==> src/rtl/crc8_serial_rx.sv <==
`default_nettype none
// ============================================================================
//  Module   : crc8_serial_rx
//  Purpose  : Serial frame receiver with CRC8 check (poly 0x2F, init 0xFF,
//             no final XOR). Deserialises DATA_W payload bits followed by
//             8 CRC bits, MSB first, and reports the frame with a one-cycle
//             strobe plus held pass/fail and CRC values.
//  Revision : 1.0 - initial release
// ============================================================================
module crc8_serial_rx #(
  parameter int DATA_W  = 16,
  parameter int CNT_W   = 7,
  parameter int TMO_CYC = 0,
  parameter int TMO_W   = 8
) (
  input  logic              i_clk,
  input  logic              i_rst,
  input  logic              i_vld,
  input  logic              i_data,
  input  logic              i_sof,
  output logic [DATA_W-1:0] o_data,
  output logic              o_frm_vld,
  output logic              o_crc_ok,
  output logic              o_crc_err,
  output logic [7:0]        o_calc_crc,
  output logic [7:0]        o_rx_crc,
  output logic              o_abort,
  output logic              o_busy
);

  typedef enum logic [1:0] {
    IDLE = 2'd0,
    DATA = 2'd1,
    CRC  = 2'd2
  } state_t;

  localparam logic [CNT_W-1:0] CNT_ONE   = CNT_W'(1);
  localparam logic [CNT_W-1:0] DATA_LAST = CNT_W'(DATA_W - 1);
  localparam logic [CNT_W-1:0] CRC_LAST  = CNT_W'(7);
  localparam logic [TMO_W-1:0] TMO_ONE   = TMO_W'(1);
  localparam logic [TMO_W-1:0] TMO_LAST  = TMO_W'((TMO_CYC > 0) ? (TMO_CYC - 1) : 0);
  localparam logic             TMO_EN    = (TMO_CYC > 0);

  state_t            state;
  logic [7:0]        crc;
  logic [DATA_W-1:0] payload;
  logic [DATA_W-1:0] payload_next;
  logic [6:0]        rx_shift;
  logic [7:0]        rx_crc_next;
  logic [CNT_W-1:0]  bit_cnt;
  logic [TMO_W-1:0]  tmo_cnt;

  // One LFSR step: shift left, fold in 0x2F when (c7 ^ d) is set.
  function automatic logic [7:0] crc8_step(input logic [7:0] c, input logic d);
    logic fb;
    fb = c[7] ^ d;
    crc8_step = {c[6], c[5], c[4] ^ fb, c[3], c[2] ^ fb, c[1] ^ fb, c[0] ^ fb, fb};
  endfunction

  // Payload shift register input; a 1-bit payload simply takes the new bit.
  generate
    if (DATA_W == 1) begin : g_shift_one
      assign payload_next = i_data;
    end else begin : g_shift_wide
      assign payload_next = {payload[DATA_W-2:0], i_data};
    end
  endgenerate

  // Received CRC field including the bit arriving this cycle.
  assign rx_crc_next = {rx_shift, i_data};

  assign o_busy = (state != IDLE);

  // Frame FSM: deserialise, run the CRC, publish results or abort.
  always_ff @(posedge i_clk or posedge i_rst) begin
    if (i_rst) begin
      state      <= IDLE;
      crc        <= 8'hFF;
      payload    <= '0;
      rx_shift   <= '0;
      bit_cnt    <= '0;
      tmo_cnt    <= '0;
      o_data     <= '0;
      o_frm_vld  <= 1'b0;
      o_crc_ok   <= 1'b0;
      o_crc_err  <= 1'b0;
      o_calc_crc <= 8'hFF;
      o_rx_crc   <= 8'h00;
      o_abort    <= 1'b0;
    end else begin
      o_frm_vld <= 1'b0;
      o_abort   <= 1'b0;
      if (i_vld) begin
        tmo_cnt <= '0;
        if (i_sof) begin
          // A start bit always opens a new frame; mid-frame it discards the old one.
          o_abort <= (state != IDLE);
          crc     <= crc8_step(8'hFF, i_data);
          payload <= payload_next;
          if (DATA_W == 1) begin
            state   <= CRC;
            bit_cnt <= '0;
          end else begin
            state   <= DATA;
            bit_cnt <= CNT_ONE;
          end
        end else begin
          case (state)
            DATA: begin
              crc     <= crc8_step(crc, i_data);
              payload <= payload_next;
              if (bit_cnt == DATA_LAST) begin
                state   <= CRC;
                bit_cnt <= '0;
              end else begin
                bit_cnt <= bit_cnt + CNT_ONE;
              end
            end
            CRC: begin
              rx_shift <= rx_crc_next[6:0];
              if (bit_cnt == CRC_LAST) begin
                state      <= IDLE;
                bit_cnt    <= '0;
                o_frm_vld  <= 1'b1;
                o_data     <= payload;
                o_rx_crc   <= rx_crc_next;
                o_calc_crc <= crc;
                o_crc_ok   <= (crc == rx_crc_next);
                o_crc_err  <= (crc != rx_crc_next);
              end else begin
                bit_cnt <= bit_cnt + CNT_ONE;
              end
            end
            default: begin
              // Bits without a start marker are ignored while idle.
            end
          endcase
        end
      end else if (TMO_EN && (state != IDLE)) begin
        // Count idle cycles inside a frame; give up after TMO_CYC of them.
        if (tmo_cnt == TMO_LAST) begin
          o_abort <= 1'b1;
          state   <= IDLE;
          bit_cnt <= '0;
          tmo_cnt <= '0;
        end else begin
          tmo_cnt <= tmo_cnt + TMO_ONE;
        end
      end
    end
  end

endmodule
`default_nettype wire

==> config.mk <==
export PLATFORM = sky130hd
export DESIGN_NAME = crc8_serial_rx
export DESIGN_NICKNAME = d
export VERILOG_FILES = /design/src/rtl/crc8_serial_rx.sv
export SDC_FILE = /design/constraint.sdc
export NUM_CORES = 1
export LEC_CHECK = 0
export ABC_AREA = 1
export BUFFER_PORTS_ARGS = -buffer_cell sky130_fd_sc_hd__buf_4
export CORE_ASPECT_RATIO = 1.1
export CORE_MARGIN = 1
export CORE_UTILIZATION = 60
export CTS_CLUSTER_DIAMETER = 50
export DETAILED_ROUTE_END_ITERATION = 8
export GPL_TIMING_DRIVEN = 0
export PLACE_DENSITY = 0.9
export SETUP_SLACK_MARGIN = 0.05
export SLEW_MARGIN = 0
export SYNTH_ARGS = -nofsm -noshare
export SYNTH_HDL_FRONTEND = slang
export SYNTH_SLANG_ARGS = --single-unit
export TNS_END_PERCENT = 20
==> constraint.sdc <==
create_clock -name i_clk -period 6.2 [get_ports i_clk]
set_input_delay 0.31 -clock i_clk [delete_from_list [all_inputs] [get_ports i_clk]]
set_output_delay 0.31 -clock i_clk [all_outputs]
set_load 0.05 [all_outputs]
# After elaboration in Yosys (flattened, before gate mapping)
# Index checks and enable logic that the tools add are counted.
dict set report totals {
  out_inout_bits 37
  wordCells 54
  in_bits 5
  ff_bits 76
}
dict set report classes {
  add_sub_neg 1
  mux 18
  bitwise 7
  n_reduce_logical 8
  n_eq_ne 8
}
# op count
set op_table {}
lappend op_table {{$mux W16} 2}
lappend op_table {{$mux W7} 3}
lappend op_table {{$mux W8} 2}
lappend op_table {{$pmux W7 S2} 1}
lappend op_table {{$eq A8 B8 Y1} 1}
lappend op_table {{$ne A8 B8 Y1} 1}
lappend op_table {{$reduce_and A4 Y1} 2}
lappend op_table {{$add A7 B1 Y7 const B} 1}
lappend op_table {{$eq A7 B3 Y1 const B} 1}
lappend op_table {{$eq A7 B4 Y1 const B} 1}
lappend op_table {{$mux W1} 6}
lappend op_table {{$mux W2} 3}
lappend op_table {{$ne A3 B3 Y1 const B} 2}
lappend op_table {{$xor A1 B1 Y1} 5}
lappend op_table {{$pmux W2 S2} 1}
lappend op_table {{$reduce_and A2 Y1} 2}
lappend op_table {{$reduce_bool A2 Y1} 2}
lappend op_table {{$reduce_and A3 Y1} 1}
lappend op_table {{$reduce_bool A3 Y1} 1}
lappend op_table {{$eq A2 B1 Y1 const B} 1}
lappend op_table {{$eq A2 B2 Y1 const B} 1}
lappend op_table {{$not A1 Y1} 2}

# Depth between registers and ports, before layout
# Gate-level depths: netlist of run 1.
dict set report logic_depth {
  depth_word 5
  depth_mapped 10
  mapped_depth_nobuf 10
}

# Least setup slack after synthesis of run 1
# Ideal clock, no wire load.
dict set report synth_timing {
  path_kind {flip-flop to flip-flop}
  from {reg bit_cnt[0]}
  to {reg o_rx_crc[6]}
  arrival_ps 1416
  setup_ps 122
  n_path_buf 2
  period_less_slack_ps 1538
  stages_incl_launch_ff 11
  t_required_ps 6078
  path_slack_ps 4662
  cell_sequence {dfrtp_1 > ha_1 > nand2_1 > inv_1 > nand2_1 > nor3_4 > inv_2 > buf_6 > buf_6 > nand2_1 > o21ai_1}
}
dict set report synth_between {
  elab_chain_len 2
}
# item line
set synth_rtl {}
lappend synth_rtl {{start, declared} 50} ;# logic [CNT_W-1:0] bit_cnt;
lappend synth_rtl {{start signal, assigned} 116} ;# bit_cnt <= bit_cnt + CNT_ONE;
lappend synth_rtl {{start signal, assigned} 131} ;# bit_cnt <= bit_cnt + CNT_ONE;
lappend synth_rtl {{$eq A7 B3 Y1} 121} ;# if (bit_cnt == CRC_LAST) begin
lappend synth_rtl {{$reduce_and A4 Y1 (no source line)} -}
lappend synth_rtl {{end signal, assigned} 126} ;# o_rx_crc <= rx_crc_next;
lappend synth_rtl {{end, declared} 26} ;# output logic [7:0] o_rx_crc,
# Every way passes these cells.
# A chain may end at the register's enable or synchronous reset.

# Worst setup path after layout of run 1
dict set report layout_timing {
  from {reg bit_cnt[1]}
  to {reg o_data[14]}
}
dict set report layout_between {
  elab_chain_len 2
}
# item line
set layout_rtl {}
lappend layout_rtl {{$eq A7 B3 Y1} 121}
lappend layout_rtl {{$reduce_and A4 Y1 (no source line)} -}
lappend layout_rtl {{end signal, assigned} 125} ;# o_data <= payload;
lappend layout_rtl {{end, declared} 21} ;# output logic [DATA_W-1:0] o_data,
# Every way passes these cells.

==> summary.md, run 1 <==
| Metric | Value |
|---|---|
| CTS Sinks | 76 |
| Multiplexer area fraction after synthesis | 0 |
| Top cells by count, synth | nand2_1 (121), dfrtp_1 (60), inv_1 (47) |
| Fill count | 414 |
| Design area | 3939 um^2 |
| Status | finished clean |
| Postcts setup bufs | 0 |
| Crit path DAT | 2.05 ns |
| Compound-gate portion of the synthesized area | 0.1382 |
| Adder-cell share of the synthesized area | 0.003734 |
| NetSw | 0.5949 mW |
| Async S/R FF share, synth | 1.000 |
| Vias | 2630 |
| Achievable clock frequency | 0.5552 GHz |
| Most common cell in the synthesized netlist | nand2_1 |
| GRT overflow | 0 |
| CP cell instances | ha_1 -> nand2_1 -> inv_1 -> nand2_1 -> nor3_4 -> inv_2 -> buf_6 -> buf_6 -> nand2_1 -> o21ai_2 |
| Synth Area in Simple Gates | 0.1960 |
| Hold Path Class | in -> async |
| Fin crit share | 0.2905 |
| DRC | 0 |
| Initial drt markers | 238 |
| Die Y | 80.38 um |
| Clock-pin slew on the worst setup and hold paths | 0.09 ns |
| Io pins | 42 |
| CTS tree | yes |
| Share of layout cells above drive strength 1 | 0.2606 |
| RSZ-0062 raised after global routing | no |
| Final setup fails | 0 |
| Antenna Nets Post-Route | 0 |
| Clock power frac | 0.234 |
| Sequential cell area fraction in the yosys report | 0.5736 |
| Share of power burned in registers | 0.470 |
| CP peak stage delay | 0.38 ns |
| First-pass GRT wire length | 11500 um |
| Count of hold-fix buffers inserted at cts | 0 |
| Final wirelength | 6868 um |
| Final Hold Vio Count | 0 |
| Largest family of logic cells by synthesized area | simple AND/OR/NAND/NOR gates |
| Syn avg cell area | 9.081 um^2 |
| Final #Nets | 427 |
| Critical Path RT | 6.45 ns |
| Drt pass-1 iters | 5 |
| Root Driver | clkbuf_8 |
| P&R area growth vs syn | 17.55% |
| Buf+Inv Stages, Crit Path | 4 |
| Top FF cell, synth | dfrtp_1 |
| Top delay family on crit path | simple AND/OR/NAND/NOR gates |
| Worst Path Max Fanout | 10 |
| Initial Utilization | 0.6211 |
| Synth warnings | 0 |
| Critical path startpoint category | flop |
| FF+latch count, synth | 76 |
| GRT Total Usage | 0.2616 |
| Switching part of the total | 0.3946 |
| EDFF count, synth | 0 |
| Multi-input gate area | 1150 um^2 |
| Slew Limit Fails | 0 |
| Row Count | 28 |
| CP endpoint kind | flop |
| Most used cell along the critical path | nand2_1 |
| Port bufs | 41 |
| Area contributors post-synth | dfrtp_1 (45%), nand2_1 (14%), dfstp_2 (13%), o21ai_2 (6.3%), inv_1 (5.3%) |
| Peak VDD IR | 277.9 uV |
| Worst Skew | 0.01043 ns |
| HPWL after detailed placement | 4632 um |
| Worst-skew pair later-pin latency | 0.36 ns |
| Core area | 5395 um^2 |
| GPL Wtd Cong | 0.8852 |
| Routed len/inst | 13.71 um |
| Setup_tns | 0 ns |
| Die X | 73.25 um |
| Crit Path Class | reg -> reg |
| Longest Clk Path Bufs | 2 |
| Crit path max-delay cell type | dfrtp_1 |
| Combinational share of power | 0.296 |
| Post-synth top area cell | dfrtp_1 |
| Largest net degree at the start of global routing | 77 |
| Initial antenna violation count | 0 |
| CTS H-Tree Depth | 3 |
| Int Power | 0.9124 mW |
| Rel. slew slack | 0.4067 |
| Cts bufs inserted | 9 |
| Die footprint | 5887 um^2 |
| Cell area after synthesis | 3351 um^2 |
| Xor/xnor cell area share of the yosys netlist | 0.005228 |
| Synth top area share | 0.4481 |
| Avg Vias per Cell | 5.250 |
| Slew @ Worst Pin | 0.8899 ns |
| Leakage | 1.953 nW |
| Placed Area | 3755 um^2 |
| Vias in the first global route | 2542 |
| Cell count after synthesis | 369 |
| Distinct cell type count after synthesis | 21 |
| Tmin final | 1.801 ns |
| Ant. Diodes | 0 |
| Max Cap Viol | 0 |
| Post-cts resize count | 0 |
| Syn Nets | 375 |
| Cell Pwr Density | 382.7 nW/um^2 |
| Reg area | 1922 um^2 |
worst paths after layout:
path                                                 from                   endpoint  slack (ns)  cells after the start
worst max-delay path               bit_cnt[1]$_DFFE_PP0P_     o_data[14]$_DFFE_PP0P_        4.40                     10
worst min-delay path                                i_rst     payload[6]$_DFFE_PP0P_        0.13                      2
worst max register to register     bit_cnt[1]$_DFFE_PP0P_     o_data[14]$_DFFE_PP0P_        4.40                     10
worst min register to register  o_calc_crc[7]$_DFFE_PP1P_  o_calc_crc[7]$_DFFE_PP1P_        0.48                      2
max in group asynchronous                           i_rst      o_data[5]$_DFFE_PP0P_        5.48                      2
min in group i_clk                                  i_sof       state[0]$_DFFE_PP0P_        0.23                      3
registers in the layout (all words and copies together) (netlist names):
name and cells:
rx_shift 7, bit_cnt 7, o_crc_ok 1, o_abort 1
o_frm_vld 1, state 2, crc 8, payload 16
o_rx_crc 8, o_crc_err 1, o_data 16, o_calc_crc 8
layout by cell type, fill, tap and decap left out:
master and instances:
inv_4 1, nor2_1 13, dfrtp_1 60, nor3_4 1
clkbuf_1 5, inv_6 2, clkbuf_8 9, nor2_4 1
a21oi_1 5, o21ai_2 24, o21ai_1 7, nand3_1 13
buf_6 6, clkinvlp_4 3, ha_1 1, inv_1 46
xnor2_1 2, inv_2 3, a22oi_1 7, buf_4 41
clkinv_4 1, dfstp_2 16, inv_8 1, nand3_4 1
buf_2 1, o21ai_0 28, nand2_1 121, nand4_1 7
through the flow:
step	hold slack, ns	utilization	setup WS [ns]	instances	power, mW
after floorplan	0.4400	-	3.978	369	1.030
after global placement	0.4608	0.6955	3.174	485	1.131
after detailed placement	0.4667	0.6960	4.444	485	1.155
after CTS	0.1752	0.7301	4.393	501	1.507
after global routing	0.2251	0.7301	4.255	501	1.592
final	0.1295	0.7301	4.399	501	1.507
power groups by stage:
stage	clock network (mW)	registers (mW)	logic, mW
CTS	0.354	0.705	0.448
global placement	0	0.705	0.427
detailed placement	0	0.712	0.443
global route	0.379	0.719	0.494
floorplan	0	0.791	0.239
finish	0.353	0.708	0.446
final cells by class:
class,instances,area share
flip-flops and latches,76,0.4879
multi-input cells,231,0.2919
repair buffers,41,0.07814
inverters,50,0.04828
clock buffers,9,0.03145
well taps,75,0.02382
plain buffers,12,0.02319
clock inverters,7,0.01525
cells by family after synthesis:
kind of cell | after synthesis
and+or+nand+nor | 157
adders and majority gates | 1
DFF | 76
xor gates and xnor gates | 2
AOI/OAI and AO/OA | 71
buffers and inverters | 62
metal layers:
layer,share of wire,GRT usage,vias up
met5,0,0,-
li1,-,-,1278
met3,0.046,0.05395,11
met2,0.50,0.4130,82
met1,0.44,0.3483,1259
met4,0.020,0.1157,0
Power figures use the tool's default switching activity.
==> inputs of run 2 (changes only) <==
--- a/config.mk
+++ b/config.mk
@@ -9,11 +9,11 @@
 export BUFFER_PORTS_ARGS = -buffer_cell sky130_fd_sc_hd__buf_4
 export CORE_ASPECT_RATIO = 1.1
 export CORE_MARGIN = 1
-export CORE_UTILIZATION = 60
+export CORE_UTILIZATION = 57
 export CTS_CLUSTER_DIAMETER = 50
 export DETAILED_ROUTE_END_ITERATION = 8
 export GPL_TIMING_DRIVEN = 0
-export PLACE_DENSITY = 0.9
+export PLACE_DENSITY = 0.87
 export SETUP_SLACK_MARGIN = 0.05
 export SLEW_MARGIN = 0
 export SYNTH_ARGS = -nofsm -noshare
==> constraint.sdc (replaced) <==
create_clock -name i_clk -period 1.76 [get_ports i_clk]
set_input_delay 0.088 -clock i_clk [delete_from_list [all_inputs] [get_ports i_clk]]
set_output_delay 0.088 -clock i_clk [all_outputs]
set_load 0.05 [all_outputs]
==> summary.md, run 2 (synthesis gave the netlist of run 1 again) <==
| Metric | Value |
|---|---|
| Port bufs | 41 (unchanged) |
| Crit Path Class | reg -> reg |
| Worst Skew | 0.01007 ns (-0.0003565 ns) |
| Fin crit share | 0.9385 (+0.6479) |
| Routed len/inst | 14.44 um (+5.3%) |
| Most frequent cells in the layout | nand2_1 (117), dfrtp_1 (60), inv_1 (45), buf_4 (44), o21ai_0 (28) |
| Slew Limit Fails | 0 (unchanged) |
| Tmin final | 1.652 ns (-0.1495 ns) |
| Hold Path Depth | 3 |
| P&R area growth vs syn | 22.29% |
| Crit path max-delay cell type | dfrtp_1 |
| Reg2reg setup slack | 0.11 ns (-4.29 ns) |
| Initial Utilization | 0.6053 (-0.01572) |
| CP cell instances | nor2_4 -> nand3_4 -> nor3_4 -> inv_2 -> buf_4 -> clkbuf_16 -> nand2_1 -> o21ai_2 |
| Io pins | 42 (unchanged) |
| RSZ-0062 raised after global routing | yes |
| Cts bufs inserted | 9 (unchanged) |
| Placed insts | 486 (+0.21%) |
| GPL Wtd Cong | 0.8822 (-0.34%) |
| Hold_sp | i_sof |
| CTS tree | yes |
| Power after layout | 5.724 mW (+280%) |
| Worst reg2reg path startpoint | state[0]$_DFFE_PP0P_ |
| Avg Vias per Cell | 5.398 (+2.8%) |
| Core area | 5535 um^2 (+2.6%) |
| Top Registers | o_data x16, payload x16 |
| Slew @ Worst Pin | 0.7477 ns (-0.1422 ns) |
| Achievable clock frequency | 0.6054 GHz (+9.1%) |
| Worst Path Max Fanout | 7 (-3) |
| Cell Pwr Density | 1397 nW/um^2 (+270%) |
| Ant. Diodes | 0 (unchanged) |
| CTS H-Tree Depth | 3 (unchanged) |
| Final setup fails | 0 (unchanged) |
| Final #Nets | 433 (+1.4%) |
| R2r worst-path depth | 8 (-2) |
| Reg-to-reg critical path endpoint | o_rx_crc[5]$_DFFE_PP0P_ |
| Final Hold Slack | 0.01728 ns (-0.1122 ns) |
| Die Y | 82.41 um (+2.5%) |
| Antenna Nets Post-Route | 0 (unchanged) |
| Max Cap Viol | 0 (unchanged) |
| Util after Layout | 0.7403 (+0.01022) |
| Vias | 2737 (+4.1%) |
| Root Driver | clkbuf_8 |
| Crit path DAT | 1.90 ns (-0.15 ns) |
| Row Count | 28 (unchanged) |
| Status | finished clean |
| Final wirelength | 7321 um (+6.6%) |
| Hold Path Class | in -> reg |
| Die X | 75.10 um (+2.5%) |
| Critical path startpoint category | flop |
| First-pass GRT wire length | 11690 um (+1.6%) |
| Die footprint | 6189 um^2 (+5.1%) |
| Hold endpoint | state[0]$_DFFE_PP0P_ |
| Initial drt markers | 207 (-13%) |
| Leakage | 2.026 nW (+3.8%) |
| CTS Sinks | 76 (unchanged) |
| Largest net degree at the start of global routing | 43 (-44%) |
| Longest Clk Path Bufs | 2 (unchanged) |
| HPWL after detailed placement | 4802 um (+3.7%) |
| Critical Path RT | 2.01 ns (-4.44 ns) |
| Vias in the first global route | 2639 (+3.8%) |
| Worst-skew pair later-pin latency | 0.35 ns (about the same) |
| Drt pass-1 iters | 5 (unchanged) |
| Rel. slew slack | 0.5005 (+0.09378) |
| Clock-pin slew on the worst setup and hold paths | 0.08 ns (about the same) |
| DRC | 0 (unchanged) |
| Non-Filler Instances | 507 (+1.2%) |
| CP peak stage delay | 0.46 ns (+0.08 ns) |
| Final Hold Vio Count | 0 (unchanged) |
| Commonest non-fill, non-tap cell in the layout | nand2_1 |
| CP endpoint kind | flop |
| Peak VDD IR | 992.8 uV (+260%) |
| Initial antenna violation count | 0 (unchanged) |
| Setup_tns | 0 ns (unchanged) |
| GRT overflow | 0 (unchanged) |
| Share of layout cells above drive strength 1 | 0.2824 (+0.02184) |
| GRT Total Usage | 0.2587 (-0.002900) |
## run 2: final cells by class
cell class / count / area (um^2)
Sequential cell: 76 / 1922
Fill cell: 413 / 1438
Multi-Input combinational cell: 231 / 1162
Timing Repair Buffer: 47 / 385.4
Inverter: 50 / 191.4
Clock buffer: 9 / 123.9
Clock inverter: 7 / 123.9
Buffer: 12 / 95.09
Tap cell: 75 / 93.84
## run 2: report_power, final
group | internal (mW) | switching (mW)
Clock | 0.951 | 0.671
Sequential | 2.21 | 0.267
Combinational | 0.490 | 1.13
## run 2: worst max-delay path by stage
stage | startpoint | end | slack [ns] | cells after the start
after floorplan | bit_cnt[0]$_DFFE_PP0P_ | o_rx_crc[6]$_DFFE_PP0P_ | 0.22 | 10
after global placement | bit_cnt[0]$_DFFE_PP0P_ | o_rx_crc[0]$_DFFE_PP0P_ | 0.02 | 10
after detailed placement | bit_cnt[1]$_DFFE_PP0P_ | o_rx_crc[6]$_DFFE_PP0P_ | -0.04 | 10
after CTS | state[0]$_DFFE_PP0P_ | o_data[6]$_DFFE_PP0P_ | 0.09 | 8
after global routing | bit_cnt[0]$_DFFE_PP0P_ | o_data[11]$_DFFE_PP0P_ | 0.04 | 10
final | state[0]$_DFFE_PP0P_ | o_rx_crc[5]$_DFFE_PP0P_ | 0.11 | 8
## run 2: per-layer routing
| metal | track usage | part of all wire | vias to the layer above |
|---|---|---|---|
| li1 | - | - | 1292 |
| met1 | 0.3170 | 0.42 | 1316 |
| met2 | 0.4396 | 0.51 | 110 |
| met3 | 0.05461 | 0.050 | 19 |
| met4 | 0.1151 | 0.025 | 0 |
| met5 | 0 | 0 | - |
## run 2: critical path, delay by kind of cell, from the launching register on
family	cells	cell delay (ns)
simple gates	4	0.67
flops	1	0.46
buf+inv	3	0.39
compound gates	1	0.05
## run 2: through the flow
step	instance area (um^2)	worst slack, ns
3_3_place_gp	3756	0.01812
2_1_floorplan	3354	0.2219
3_5_place_dp	3776	-0.04093
6_report	4098	0.1083
4_1_cts	4041	0.09344
5_1_grt	4098	0.03788
## run 2: timing repair
item,4_1_cts,5_1_grt
hold buffers,1,0
setup endpoints to repair,34,31
endpoints found under the hold margin,20,0
pin swaps,1,2
gates cloned,0,1
buffers inserted,1,2
gates resized for setup,0,7
